### src/rtl/rv_ctrl_pkg.sv
// rv_ctrl_pkg
// Shared definitions for the RISC-V control units.
//   - state_t   : multi-cycle sequencer state encoding (also seen on state_o)
//   - OP_*      : 7-bit major opcodes understood by the decoder
//   - ALUOP_*   : 2-bit ALU control class handed to the ALU decoder
package rv_ctrl_pkg;

  typedef enum logic [2:0] {
    S_FETCH  = 3'b000,
    S_DECODE = 3'b001,
    S_EXEC   = 3'b010,
    S_MEM    = 3'b011,
    S_WB     = 3'b100,
    S_TRAP   = 3'b101
  } state_t;

  localparam logic [6:0] OP_RTYPE  = 7'h33;
  localparam logic [6:0] OP_ITYPE  = 7'h13;
  localparam logic [6:0] OP_LOAD   = 7'h03;
  localparam logic [6:0] OP_STORE  = 7'h23;
  localparam logic [6:0] OP_BRANCH = 7'h63;
  localparam logic [6:0] OP_JAL    = 7'h6F;
  localparam logic [6:0] OP_LUI    = 7'h37;

  localparam logic [1:0] ALUOP_ADD    = 2'b00;
  localparam logic [1:0] ALUOP_SUB    = 2'b01;
  localparam logic [1:0] ALUOP_RFUNCT = 2'b10;
  localparam logic [1:0] ALUOP_IFUNCT = 2'b11;

endpackage

### src/rtl/rv_opcode_decode.sv
// rv_opcode_decode
// Combinational map from an opcode to instruction-class flags and the ALU
// control class. Shared by the single-cycle and multi-cycle control units.
// Ports:
//   opcode    in  OPCODE_W  opcode to classify (only 7 is meaningful)
//   is_load   out 1         0x03
//   is_store  out 1         0x23
//   is_branch out 1         0x63
//   is_jal    out 1         0x6F
//   legal     out 1         one of the seven supported opcodes
//   alusrc    out 1         ALU operand B is the immediate
//   aluop     out 2         ALU control class
module rv_opcode_decode
  import rv_ctrl_pkg::*;
#(
  parameter int OPCODE_W = 7
) (
  input  logic [OPCODE_W-1:0] opcode,
  output logic                is_load,
  output logic                is_store,
  output logic                is_branch,
  output logic                is_jal,
  output logic                legal,
  output logic                alusrc,
  output logic [1:0]          aluop
);

  logic is_rtype;
  logic is_itype;
  logic is_lui;

  always_comb begin
    is_rtype  = (opcode == OP_RTYPE);
    is_itype  = (opcode == OP_ITYPE);
    is_load   = (opcode == OP_LOAD);
    is_store  = (opcode == OP_STORE);
    is_branch = (opcode == OP_BRANCH);
    is_jal    = (opcode == OP_JAL);
    is_lui    = (opcode == OP_LUI);
    legal     = is_rtype | is_itype | is_load | is_store | is_branch | is_jal | is_lui;
    // LUI uses the immediate path so the datapath can pass it through the ALU.
    alusrc    = is_itype | is_load | is_store | is_lui;
    if (is_rtype)       aluop = ALUOP_RFUNCT;
    else if (is_itype)  aluop = ALUOP_IFUNCT;
    else if (is_branch) aluop = ALUOP_SUB;
    else                aluop = ALUOP_ADD;
  end

endmodule

### src/rtl/rv_multicycle_ctrl.sv
// rv_multicycle_ctrl
// Multi-cycle RISC-V control sequencer: FETCH -> DECODE -> EXEC -> [MEM] ->
// [WB], with a ready-based memory handshake, a global stall and a sticky
// illegal-opcode trap.
// Optional feature: define CTRL_PERF_CNT_EN to add cycle_cnt / instr_cnt.
// Ports:
//   clk, rst          clock, asynchronous active-high reset
//   opcode            opcode from memory read data, latched on ir_we
//   mem_ready         memory finished the current fetch/load/store
//   stall             freeze the sequencer and suppress all write strobes
//   ir_we, pc_we      instruction register / PC write strobes
//   regwr, mw         register-file / data-memory write strobes
//   br, jump, memreg, mr, alusrc, aluop   datapath control levels
//   illegal           sticky trap flag
//   state_o           current state, for debug
//   cycle_cnt, instr_cnt  (CTRL_PERF_CNT_EN only) free-running counters
module rv_multicycle_ctrl
  import rv_ctrl_pkg::*;
#(
  parameter int OPCODE_W = 7,
  parameter int ALUOP_W  = 2
`ifdef CTRL_PERF_CNT_EN
  ,
  parameter int CNT_W    = 32
`endif
) (
  input  logic                clk,
  input  logic                rst,
  input  logic [OPCODE_W-1:0] opcode,
  input  logic                mem_ready,
  input  logic                stall,
  output logic                ir_we,
  output logic                pc_we,
  output logic                br,
  output logic                jump,
  output logic                memreg,
  output logic                mr,
  output logic                mw,
  output logic                alusrc,
  output logic                regwr,
  output logic [ALUOP_W-1:0]  aluop,
  output logic                illegal,
  output logic [2:0]          state_o
`ifdef CTRL_PERF_CNT_EN
  ,
  output logic [CNT_W-1:0]    cycle_cnt,
  output logic [CNT_W-1:0]    instr_cnt
`endif
);

  state_t              state_reg;
  logic [OPCODE_W-1:0] opcode_reg;

  logic       dec_load;
  logic       dec_store;
  logic       dec_branch;
  logic       dec_jal;
  logic       dec_legal;
  logic       dec_alusrc;
  logic [1:0] dec_aluop;
  logic [1:0] aluop_lo;
  logic       strobe_en;

  rv_opcode_decode #(
    .OPCODE_W (OPCODE_W)
  ) u_decode (
    .opcode    (opcode_reg),
    .is_load   (dec_load),
    .is_store  (dec_store),
    .is_branch (dec_branch),
    .is_jal    (dec_jal),
    .legal     (dec_legal),
    .alusrc    (dec_alusrc),
    .aluop     (dec_aluop)
  );

  // Sequencer. stall simply withholds every state/opcode update.
  always_ff @(posedge clk or posedge rst) begin
    if (rst) begin
      state_reg  <= S_FETCH;
      opcode_reg <= '0;
    end else if (!stall) begin
      case (state_reg)
        S_FETCH: begin
          if (mem_ready) begin
            opcode_reg <= opcode;
            state_reg  <= S_DECODE;
          end
        end
        S_DECODE: state_reg <= dec_legal ? S_EXEC : S_TRAP;
        S_EXEC: begin
          if (dec_branch)                 state_reg <= S_FETCH;
          else if (dec_load || dec_store) state_reg <= S_MEM;
          else                            state_reg <= S_WB;
        end
        S_MEM: begin
          if (mem_ready) state_reg <= dec_load ? S_WB : S_FETCH;
        end
        S_WB:    state_reg <= S_FETCH;
        S_TRAP:  state_reg <= S_TRAP;
        default: state_reg <= S_FETCH;
      endcase
    end
  end

  // Outputs are decoded from state and latched opcode. Levels naturally hold
  // during stall because neither changes; strobes are masked by stall. rst is
  // folded in so every output is 0 while reset is asserted, and a store in
  // flight is withdrawn immediately when reset arrives.
  always_comb begin
    strobe_en = !stall && !rst;
    ir_we     = (state_reg == S_FETCH) && mem_ready && strobe_en;
    pc_we     = strobe_en && (((state_reg == S_EXEC) && dec_branch) ||
                              ((state_reg == S_MEM) && dec_store && mem_ready) ||
                              (state_reg == S_WB));
    regwr     = (state_reg == S_WB) && strobe_en;
    // mw stays up through wait cycles; memory commits on its mem_ready cycle.
    mw        = (state_reg == S_MEM) && dec_store && strobe_en;
    mr        = !rst && ((state_reg == S_FETCH) || ((state_reg == S_MEM) && dec_load));
    br        = (state_reg == S_EXEC) && dec_branch;
    jump      = (state_reg == S_WB) && dec_jal;
    memreg    = (state_reg == S_WB) && dec_load;
    alusrc    = (state_reg == S_EXEC) && dec_alusrc;
    aluop_lo  = (state_reg == S_EXEC) ? dec_aluop : ALUOP_ADD;
    illegal   = (state_reg == S_TRAP);
  end

  assign aluop   = ALUOP_W'(aluop_lo);
  assign state_o = state_reg;

`ifdef CTRL_PERF_CNT_EN
  always_ff @(posedge clk or posedge rst) begin
    if (rst) begin
      cycle_cnt <= '0;
      instr_cnt <= '0;
    end else begin
      if (state_reg != S_TRAP) cycle_cnt <= cycle_cnt + CNT_W'(1);
      if (pc_we)               instr_cnt <= instr_cnt + CNT_W'(1);
    end
  end
`endif

endmodule

### config.mk
export PLATFORM = sky130hd
export DESIGN_NAME = rv_multicycle_ctrl
export DESIGN_NICKNAME = d
export VERILOG_FILES = /design/src/rtl/rv_ctrl_pkg.sv /design/src/rtl/rv_opcode_decode.sv /design/src/rtl/rv_multicycle_ctrl.sv
export SDC_FILE = /design/constraint.sdc
export NUM_CORES = 1
export LEC_CHECK = 0
export CORE_MARGIN = 5
export CORE_UTILIZATION = 45
export CTS_BUF_LIST = sky130_fd_sc_hd__clkbuf_16
export CTS_CLUSTER_DIAMETER = 200
export CTS_CLUSTER_SIZE = 8
export DETAILED_ROUTE_END_ITERATION = 8
export PLACE_DENSITY_LB_ADDON = 0.08
export SLEW_MARGIN = 25
export SYNTH_ARGS = -nofsm -noshare
export SYNTH_HDL_FRONTEND = slang
export SYNTH_SLANG_ARGS = --single-unit
### constraint.sdc
create_clock -name clk -period 2.5 [get_ports clk]
set_input_delay 0.5 -clock clk [delete_from_list [all_inputs] [get_ports clk]]
set_output_delay 0.5 -clock clk [all_outputs]
set_load 0.01 [all_outputs]
# [Yosys cells after proc, flatten, opt, wreduce, memory -nomap -nowiden]
# Index checks and enable logic that the tools add are counted.
[classes] n_mul=0 addsub=0 n_bitwise=10 n_eq_ne=14 n_div=0 n_mux=11 reduce_logical=23 magnitude_cmp=0 shifts=0
[ops] operator="$eq 7x6->1 const B" count=3
[ops] operator="$mux 3" count=6
[ops] operator="$pmux 3 s5" count=1
[ops] operator="$eq 7x7->1 const B" count=2
[ops] operator="$logic_and 1x1->1" count=14
[ops] operator="$or 1x1->1" count=9
[ops] operator="$eq 7x2->1 const B" count=1
[ops] operator="$eq 7x5->1 const B" count=1
[ops] operator="$eq 3x2->1 const B" count=2
[ops] operator="$eq 3x3->1 const B" count=2
[ops] operator="$mux 2" count=3
[ops] operator="$reduce_and 3->1" count=2
[ops] operator="$logic_or 1x1->1" count=4
[ops] operator="$ne 2x2->1 const B" count=2
[ops] operator="$eq 3x1->1 const B" count=1
[ops] operator="$logic_not 3->1" count=1
[ops] operator="$logic_not 1->1" count=2
[ops] operator="$mux 1" count=1
[ops] operator="$not 1->1" count=1
[word_totals] in_bits=11 latchBits=0 regBits=10 n_memories=0 romBits=0 mem_bits_rw=0

# [Depth between registers and ports, before layout]
# Gate-level depths: netlist of run 1.
[depth] depth_word=9 ltp_mapped=5 depth_no_buf=4

# [By module]
# From an unflattened synthesis of run 1, not the netlist that was laid out.
[unflattened] hier_cells=90 area_unflattened_um2=837.1
[by_module_without_submodules] module="rv_multicycle_ctrl" instances=1 cells_per_inst=70 area_each_um2=705.7 seq_area_each_um2=250.2
[by_module_without_submodules] module="rv_opcode_decode" instances=1 cells_per_inst=20 area_each_um2=131.4 seq_area_each_um2=0.0

# [Worst setup path before layout of run 1]
# Ideal clock, no wire load.
[synth_timing] kind="register -> output" start="reg state_reg[2], in the netlist state_o[2]" end="out aluop[0]" arrival_time_ps=1883 stages_incl_launch_ff=6 setup_slack_ps=117 t_required_ps=2000 cell_sequence="dfrtp_1 -> buf_6 -> or3b_4 -> or3_2 -> nor3b_2 -> a21o_1"
[synth_via] elab_chain_cells=2
[synth_rtl] element="from (decl)" line_no="rv_multicycle_ctrl.sv:51" text="state_t state_reg;"
[synth_rtl] element="from (signal assigned)" line_no="rv_multicycle_ctrl.sv:90" text="S_DECODE: state_reg <= dec_legal ? S_EXEC : S_TRAP;"
[synth_rtl] element="from (signal assigned)" line_no="rv_multicycle_ctrl.sv:97" text="if (mem_ready) state_reg <= dec_load ? S_WB : S_FETCH;"
[synth_rtl] element="$eq 3x2->1" line_no="rv_multicycle_ctrl.sv:124" text="aluop_lo = (state_reg == S_EXEC) ? dec_aluop : ALUOP_ADD;"
[synth_rtl] element="$mux 2" line_no="rv_multicycle_ctrl.sv:124"
[synth_rtl] element="to (decl)" line_no="rv_multicycle_ctrl.sv:41" text="output logic [ALUOP_W-1:0] aluop,"
# Every way passes these cells.

# [Worst setup path after layout of run 1]
[layout_timing] start="reg state_reg[2], in the netlist state_o[2]" end="out br"
[layout_via] elab_chain_cells=2
[layout_rtl] element="$eq 3x2->1" line_no="rv_multicycle_ctrl.sv:120" text="br = (state_reg == S_EXEC) && dec_branch;"
[layout_rtl] element="$logic_and 1x1->1" line_no="rv_multicycle_ctrl.sv:120"
[layout_rtl] element="to (decl)" line_no="rv_multicycle_ctrl.sv:34" text="output logic br,"
# Every way passes these cells.

==> metrics.csv, run 1 <==
stage;metric;value;unit
outcome;status;completed;
synth;Synth area leader;dfrtp_1;
route;Vias per Instance;5.52;
setup_path;critical path data arrival time;1.94;ns
sta;final setup violation count;0;
placement;PortBufs;25;
route;drt wl/cell;15.5;um
pwr;Reg power frac;23.7;%
sta;Slew headroom;72.9;%
route;WL final;2390;um
final_layout;Ant. Diodes;0;
final_layout;Net count, final;141;
sta;RSZ-0062 raised after global routing;false;
clock_tree;Setup Fix Bufs, Post-CTS;0;
global_route;vias in the first global route;826;
setup_path;nature of the critical path startpoint;flop;
floorplanning;io pins;26;
final_layout;synth-to-layout area growth;59.7;%
pwr;Internal;0.000832;W
global_route;first-pass GRT wire length;4020;um
setup_path;CP Launch Point;state_o[2]$_DFFE_PP0P_;
sta;final count of hold timing violations;0;
sta;worst clock skew;0.00113;ns
placement;Place WS;-0.135;ns
route;Post-DRT Antenna Nets;0;
clock_tree;Root Driver;clkbuf_16;
placement;final HPWL from detailed placement;1780;um
final_layout;most common cell after layout, fill and taps aside;buf_4;
synth;Post-synth top flop;dfrtp_1;
min_path;hold_sp;opcode_reg[1]$_DFFE_PP0P_;
floorplanning;Site Rows;15;
pwr;power per cell area;1060;nW/um2
setup_path;CP endpoint kind;output pin;
setup_path;r2r worst-path depth;6;
setup_path;crit-path max cell delay;0.57;ns
placement;GPL Wtd Cong;0.950;
job;max_cap viols;0;
synth;Synth top area share;31.4;%
synth;top cells by area, synth;dfrtp_1 (31%), mux2_2 (8.5%), nand2_1 (3.3%);
synth;number of synthesized register bits;10;
sta;Worst-Margin Slew;0.404;ns
floorplanning;die width;52.1;um
route;DR iter-0 viols;11;
clock_tree;clk sinks;10;
synth;syn avg cell area;9.25;um2
final_layout;most frequent cells in the layout;buf_4 (19), clkdlybuf4s50_1 (15), dfrtp_1 (10), dlygate4sd2_1 (9), nand2_1 (7);
setup_path;worst path cell trace;or3b_4, buf_4, nor3_2, clkdlybuf4s50_1;
setup_path;Worst path slowest cell;clkdlybuf4s50_1;
global_route;GRT Total Usage;20.5;%
pwr;clock power share;21.3;%
clock_tree;TritonCTS clock tree;yes;
pwr;Pleak;0.557;nW
setup_path;worst setup path endpoint;br;
pwr;total power;0.00135;W
floorplanning;Placeable Area;1710;um2
final_layout;design area;1270;um2
synth;Synth Cell Area;796;um2
clock_tree;worst skew pair latency;0.24;ns
pwr;P_sw;0.000518;W
clock_tree;H-Tree Depth;1;
sta;setup ws final;0.0641;ns
global_route;pin count of the biggest net entering global routing;11;
sta;FMAX;411;MHz
pwr;Comb pwr share;55.1;%
global_route;global route overflow;0;
pwr;sw frac;38.4;%
sta;fin crit period;2.44;ns
sta;Max Slew Vio Count;0;
pwr;Max VDD drop;739;uV
setup_path;RR Startpoint;state_o[0]$_DFFE_PP0P_;
synth;Synth Instances;86;
final_layout;share of layout cells above drive strength 1;32.6;%
synth;synth warn;0;
setup_path;R2R Path End;opcode_reg[6]$_DFFE_PP0P_;
clock_tree;Reg clk slew, reported paths;0.04;ns
setup_path;CP Class;flop to output pin;
synth;post-synth cell types;41;
route;drt drc;0;
route;drt pass-1 iters;4;
clock_tree;CTS Buf Count;3;
route;via count;850;
sta;Final period util;97.4;%
setup_path;flop2flop setup slack;0.59;ns
floorplanning;die height;52.1;um
placement;Area after DPL;1190;um2
global_route;initial antenna violation count;0;
synth;Post-synth EDFFs;0;
synth;asr flop ratio synth;100;%
floorplanning;Initial Utilization;46.6;%
clock_tree;CTS max path bufs;2;
setup_path;Required @ worst endpoint;2.00;ns
final_layout;max reg flops;7;
synth;syn_nets;97;
floorplanning;die area;2710;um2
min_path;Hold WC Path Type;flop to flop;
synth;register area share after synthesis;31.4;%
setup_path;crit path max fanout;3;
final_layout;final core occ;74.4;%
[what timing repair did]
item / 4_1_cts / 5_1_grt
endpoints found under the hold margin: 0 / 0
pin swaps: 2 / 2
hold buffers: 0 / 0
endpoints found under the setup margin: 11 / 2
gates resized for setup: 16 / 2
[cell usage after synthesis, types with 2 or more instances]
cell type and count:
a211o_1 3, a31oi_1 2, and2_1 2, clkbuf_1 3
dfrtp_1 10, inv_1 4, mux2_2 6, nand2_1 7
nand2b_1 3, nand3b_1 2, nand4bb_1 2, nor2_1 5
nor3_1 3, nor4_1 2, o21ai_0 3, o31ai_1 2
or2_2 3
[cell families after synthesis]
logic type / synth area share (%)
muxes: 9.75
xor gates and xnor gates: 1.10
buffers and inverters: 5.66
DFF: 31.4
and+or+nand+nor: 35.1
AOI/OAI and AO/OA: 17.0
[area by class of cell]
cell class / instances / area, um2
clock buffers: 3 / 75.1
clock inverters: 1 / 3.75
fillers: 130 / 437
inverters: 4 / 15.0
multi-input cells: 67 / 519
flip-flops and latches: 10 / 250
well taps: 25 / 31.3
repair buffers: 44 / 377
[metal layers]
layer / track usage (%) / up-vias / wire length [um]
met4: 10.5 / 0 / 44
met2: 33.9 / 25 / 1140
met3: 3.72 / 5 / 100
met1: 25.2 / 416 / 1100
met5: 0 / - / 0
li1: - / 404 / -
[worst min path at each step]
stage	end	slack, ns	cells past startpoint
after floorplan	opcode_reg[0]$_DFFE_PP0P_	0.35	1
after global placement	opcode_reg[1]$_DFFE_PP0P_	0.54	1
after detailed placement	opcode_reg[1]$_DFFE_PP0P_	0.56	1
after CTS	opcode_reg[1]$_DFFE_PP0P_	0.57	1
after global routing	opcode_reg[0]$_DFFE_PP0P_	0.60	1
final	opcode_reg[1]$_DFFE_PP0P_	0.57	1
[worst max-delay path: cells and delay by family, from the launching register on]
| family | cells | cell delay [ns] |
|---|---|---|
| and+or+nand+nor | 2 | 0.60 |
| DFF | 1 | 0.37 |
| buffers and inverters | 2 | 0.72 |
[power by group through the flow]
stage	Combinational [W]	Sequential, W	Clock [W]
floorplan	0.000430	0.000313	0
global placement	0.000725	0.000310	0
detailed placement	0.000738	0.000315	0
CTS	0.000743	0.000316	0.000294
global route	0.000811	0.000329	0.000303
finish	0.000743	0.000320	0.000287
[through the flow]
stage / TNS (ns) / cells / hold slack, ns
3_3_place_gp: -0.321 / 150 / 0.544
3_5_place_dp: -0.356 / 150 / 0.557
4_1_cts: -0.0625 / 154 / 0.572
2_1_floorplan: 0 / 86 / 0.350
6_report: 0 / 154 / 0.569
5_1_grt: 0 / 154 / 0.604
Power figures use the tool's default switching activity.
==> run 2: changes to the inputs <==
--- a/config.mk
+++ b/config.mk
@@ -5,6 +5,7 @@
 export SDC_FILE = /design/constraint.sdc
 export NUM_CORES = 1
 export LEC_CHECK = 0
+export CAP_MARGIN = 15
 export CORE_MARGIN = 5
 export CORE_UTILIZATION = 45
 export CTS_BUF_LIST = sky130_fd_sc_hd__clkbuf_16
==> results of run 2 <==
No change in the layout: final DEF, timing and power equal those of run 1.
